`config.mk`:
```
export PLATFORM = sky130hd
export DESIGN_NAME = mux_select_arbiter
export DESIGN_NICKNAME = d
export VERILOG_FILES = /design/src/rtl/mux_select_arbiter.sv
export SDC_FILE = /design/constraint.sdc
export NUM_CORES = 1
export LEC_CHECK = 0
export CAP_MARGIN = 5
export CORE_MARGIN = 5
export CORE_UTILIZATION = 35
export CTS_BUF_LIST = sky130_fd_sc_hd__clkbuf_8
export DETAILED_ROUTE_END_ITERATION = 8
export REMOVE_ABC_BUFFERS = 1
export SLEW_MARGIN = 5
export SYNTH_ARGS = -nofsm -noshare
export SYNTH_HDL_FRONTEND = slang
export SYNTH_SLANG_ARGS = --single-unit
```
`constraint.sdc`:
```
create_clock -name clock -period 2.9 [get_ports clock]
set_input_delay 0.29 -clock clock [delete_from_list [all_inputs] [get_ports clock]]
set_output_delay 0.29 -clock clock [all_outputs]
set_load 0.005 [all_outputs]
```
`src/rtl/mux_select_arbiter.sv`:
```
// mux_select_arbiter
//
// Round-robin arbiter that shares one dual 4:1 multiplexer (74153-style:
// 2-bit select, per-section active-low enable) among four requesters.
// Exactly one requester's inputs are steered to the shared output at a time.
// Every hand-over passes through a one-cycle dead gap with both mux sections
// disabled, so two requesters never drive the shared bus in the same cycle.
//
// Parameters
//   MAX_HOLD  maximum consecutive grant cycles before pre-emption when another
//             requester is waiting; 0 disables pre-emption (legal 0..255)
//
// Ports
//   clock     sole clock, rising edge
//   reset     synchronous, active-high
//   req       [3:0] level-sensitive requests, req[i] belongs to requester i
//   grant     [3:0] one-hot grant (or zero), registered
//   sel       [1:0] mux select = index of granted requester, registered
//   enable_n  [1:0] mux section enables, active-low, registered
//   busy      high while a grant is active, registered

module mux_select_arbiter #(
    parameter int MAX_HOLD = 8
) (
    input  logic       clock,
    input  logic       reset,
    input  logic [3:0] req,
    output logic [3:0] grant,
    output logic [1:0] sel,
    output logic [1:0] enable_n,
    output logic       busy
);

    typedef enum logic [1:0] {
        IDLE  = 2'd0,
        GRANT = 2'd1,
        GAP   = 2'd2
    } state_t;

    localparam logic [7:0] HOLD_LIMIT   = 8'(MAX_HOLD);
    localparam logic       HOLD_ENABLED = (MAX_HOLD != 0);
    localparam logic [7:0] HOLD_MAX     = 8'hFF;

    state_t     state;
    state_t     state_next;
    logic [1:0] owner;
    logic [1:0] owner_next;
    logic [1:0] last;
    logic [1:0] last_next;
    logic [7:0] hold;
    logic [7:0] hold_next;

    logic [3:0] grant_next;
    logic [1:0] sel_next;
    logic [1:0] enable_n_next;
    logic       busy_next;

    logic [2:0] winner;
    logic       other_waiting;
    logic       hold_expired;
    logic       owner_released;

    // Round-robin pick: scan ptr+1, ptr+2, ptr+3, ptr (mod 4) and return
    // {found, index} of the first requester found. Starting just after the
    // pointer makes the previous owner the lowest priority.
    function automatic logic [2:0] pick(input logic [3:0] r, input logic [1:0] ptr);
        logic [2:0] result;
        logic [1:0] idx;
        result = 3'b000;
        for (int k = 1; k <= 4; k++) begin
            idx = ptr + 2'(k);
            if (r[idx] && !result[2]) begin
                result = {1'b1, idx};
            end
        end
        return result;
    endfunction

    assign winner         = pick(req, last);
    assign other_waiting  = |(req & ~(4'b0001 << owner));
    assign owner_released = !req[owner];

    // hold + 1 > limit is the same test as hold >= limit, written in nine
    // bits so that a limit of zero does not collapse into a constant compare.
    assign hold_expired = HOLD_ENABLED &&
                          (({1'b0, hold} + 9'd1) > {1'b0, HOLD_LIMIT});

    // Next-state and next-output logic. Outputs are computed here and then
    // registered, so nothing on req reaches an output combinationally.
    always_comb begin
        state_next    = state;
        owner_next    = owner;
        last_next     = last;
        hold_next     = hold;
        grant_next    = grant;
        sel_next      = sel;
        enable_n_next = enable_n;
        busy_next     = busy;

        case (state)
            IDLE, GAP: begin
                if (winner[2]) begin
                    state_next    = GRANT;
                    owner_next    = winner[1:0];
                    last_next     = winner[1:0];
                    grant_next    = 4'b0001 << winner[1:0];
                    sel_next      = winner[1:0];
                    enable_n_next = 2'b00;
                    busy_next     = 1'b1;
                    hold_next     = 8'd1;
                end else begin
                    state_next    = IDLE;
                    grant_next    = 4'b0000;
                    enable_n_next = 2'b11;
                    busy_next     = 1'b0;
                end
            end

            GRANT: begin
                if (owner_released || (hold_expired && other_waiting)) begin
                    // sel keeps its value through the gap; only the enables
                    // isolate the bus.
                    state_next    = GAP;
                    grant_next    = 4'b0000;
                    enable_n_next = 2'b11;
                    busy_next     = 1'b0;
                end else if (hold != HOLD_MAX) begin
                    hold_next = hold + 8'd1;
                end
            end

            default: begin
                state_next    = IDLE;
                grant_next    = 4'b0000;
                enable_n_next = 2'b11;
                busy_next     = 1'b0;
            end
        endcase
    end

    // State and output registers. Reset pulls everything back to idle and
    // points last at requester 3, so requester 0 is first in line afterwards.
    always_ff @(posedge clock) begin
        if (reset) begin
            state    <= IDLE;
            owner    <= 2'd0;
            last     <= 2'd3;
            hold     <= 8'd0;
            grant    <= 4'b0000;
            sel      <= 2'd0;
            enable_n <= 2'b11;
            busy     <= 1'b0;
        end else begin
            state    <= state_next;
            owner    <= owner_next;
            last     <= last_next;
            hold     <= hold_next;
            grant    <= grant_next;
            sel      <= sel_next;
            enable_n <= enable_n_next;
            busy     <= busy_next;
        end
    end

endmodule

```
==> results_dict.tcl <==
set metrics [dict create \
    status "finished clean" \
    fill_cells 364 \
    synth_cells 141 \
    crit_arrival_ns 2.49 \
    dr.pass1.iters 4 \
    avgViaCountPerCell 5.560 \
    ant_nets 0 \
    synth_area_leader_cell "dfxtp_1" \
    ff_latch_area_um2 400.4 \
    hold_violations 0 \
    grt_max_degree 15 \
    postSynth.asyncResetShare_pct 0 \
    max_stage_delay_ns 0.53 \
    design_area_um2 1501 \
    fin_skew_ns 0.004404 \
    grt_pass1_wl_mm 5.216 \
    initial_core_util_pct 36.89 \
    drc 0 \
    port_buffers 14 \
    worst_pin_slew_ns 0.5964 \
    slew_headroom_pct 59.90 \
    yosysWarningCount 0 \
    cpLargestDelayFamily "compound AO/OA/AOI/OAI gates" \
    cp-start-kind "register" \
    ys_seq_elements 20 \
    synth_area_um2 1260 \
    setup_viol 0 \
    die_h_um 70 \
    htree_levels 1 \
    post_cts_buffers 0 \
    syn2layout_area_growth_pct 19.17 \
    max_cap_viol_count 0 \
    clk_latency_ns 0.27 \
    cts_buffer_depth 2 \
    synth_area_per_cell_um2 8.936 \
    antenna_found_initial 0 \
    io_pins 15 \
    multiInputGateArea_um2 790.8 \
    min_period_ns 2.343 \
    avgRoutedWirePerCell_um 15.27 \
    num_rows 21 \
    synth_edf_count 0 \
    clk_pin_slew_ns 0.08 \
    p_per_area_nw_per_um2 500.1 \
    drt-total-wl_mm 3.054 \
    hold_class "register to register" \
    core_um2 3416 \
    post_dp_cell_area_um2 1430 \
    dieArea_um2 4900 \
    worst-endpoint-required_ns 3.05 \
    clock_sinks 20 \
    cp_max_fo 10 \
    num_antenna_cells 0 \
    ys.flop_type "dfxtp_1" \
    peakVddDrop_uv 341.1 \
    p_leak_nw 0.5453 \
    setup_tns_ns 0 \
    cts_buffers 3 \
    gp_congestion 0.9117 \
    dr_total_vias 1112 \
    crit_slowest_cell "dfxtp_1" \
    gr-total-overflow 0 \
    min_period_over_period_pct 80.79 \
    critPathKind "register to register" \
    layout-drive-gt1-share_pct 11.69 \
    mostFrequentLayoutCell "dfxtp_1" \
    timing.hold.ws_ns 0.4629 \
    cp-end-kind "register" \
    drtIter0Drc 61 \
    critPathBufInv 0 \
    grt_pass1_vias 1098 \
    yosysUniqueCellTypes 54 \
    root_buffer "clkbuf_8" \
    nNetsFinal 163 \
    slew_viol_final 0 \
    synth_top_area_share_pct 31.78 \
    final_cell_mix "dfxtp_1 (20), clkdlybuf4s50_1 (14), nor2_1 (12)" \
    synth_area_leaders "dfxtp_1 (32%), a21oi_1 (4.0%), nor2_1 (3.6%), a211o_1 (3.5%), nand2b_1 (3.5%)" \
    fmax_mhz 426.8 \
    die-width_um 70 \
    rsz0062_at_grt "false" \
    crit_chain "ha_1 -> nand2b_1 -> a21oi_1 -> o32ai_2 -> o22ai_2 -> and4bb_1 -> a211o_1" \
    cts_tree "done" \
    grt.total_usage_pct 12.94 \
    cts_resized 0 \
    dp_hpwl_mm 2.218 \
    cts_hold_repair.buffers 0 \
    seq_area_frac_synth_pct 31.78 \
]
## kinds of logic after synthesis
kind of cell    after synthesis  synth area share, %
buf+inv                      15                5.461
flops                        20                31.78
mux                           4                4.171
compound gates               46                28.50
simple gates                 53                27.41
fa+ha+maj                     2                1.986
xor+xnor                      1               0.6953
## synth_stat cells, types with 3 or more instances
master	instances
mux2i_1	3
dfxtp_1	20
nand3_1	3
o22ai_1	4
nor3_1	4
o221ai_1	3
nand2_1	6
inv_1	9
o21ai_0	3
clkbuf_1	3
a21oi_1	10
nand2b_1	7
nor2_1	12
a211o_1	5
## routing by layer
metal  GRT usage [%]  share of wire [%]
met5               0                  0
met1           15.73                 46
met4           4.255                1.3
met2           22.25                 49
met3           3.156                4.6
## worst register-to-register path, stage by stage, from the launching register on
cell and delay (ns):
dfxtp_1 0.53, ha_1 0.39, nand2b_1 0.15, a21oi_1 0.07
o32ai_2 0.37, o22ai_2 0.21, and4bb_1 0.27, a211o_1 0.24
## stage by stage
| step | utilization (%) | std cells | power [mW] | worst slack (ns) |
|---|---|---|---|---|
| floorplan | - | 135 | 0.4047 | 0.8948 |
| global placement | 41.87 | 196 | 0.4664 | 0.5771 |
| detailed placement | 41.87 | 196 | 0.4699 | 0.4798 |
| CTS | 43.96 | 200 | 0.7555 | 0.5592 |
| global route | 43.96 | 200 | 0.7850 | 0.3953 |
| finish | 43.96 | 200 | 0.7509 | 0.5572 |
## cell type report
| type | instances | area share, % |
|---|---|---|
| Clock buffer | 3 | 2.750 |
| Clock inverter | 1 | 2.000 |
| Inverter | 9 | 2.250 |
| Multi-Input combinational cell | 106 | 52.67 |
| Sequential cell | 20 | 26.67 |
| Tap cell | 46 | 3.833 |
| Timing Repair Buffer | 15 | 9.833 |
## state kept, by name, summed over array words and instances, names as in the netlist
register / cells
hold: 8
grant: 4
busy: 1
owner: 2
last: 2
enable_n: 1
state: 2
## final timing paths
path / cells after the start / from / end / slack [ns]
max: 7 / hold[0] / hold[4] / 0.56
min: 2 / busy / busy / 0.46
max reg2reg: 7 / hold[0] / hold[4] / 0.56
min reg2reg: 2 / busy / busy / 0.46
## report_power, final
group	internal [mW]	switching, mW	leakage [nW]
registers	0.294	0.0211	0.164
clock network	0.184	0.103	0.0357
logic	0.0731	0.0755	0.346
total	0.552	0.199	0.545
Note: power is estimated with default switching activity, not from simulation.
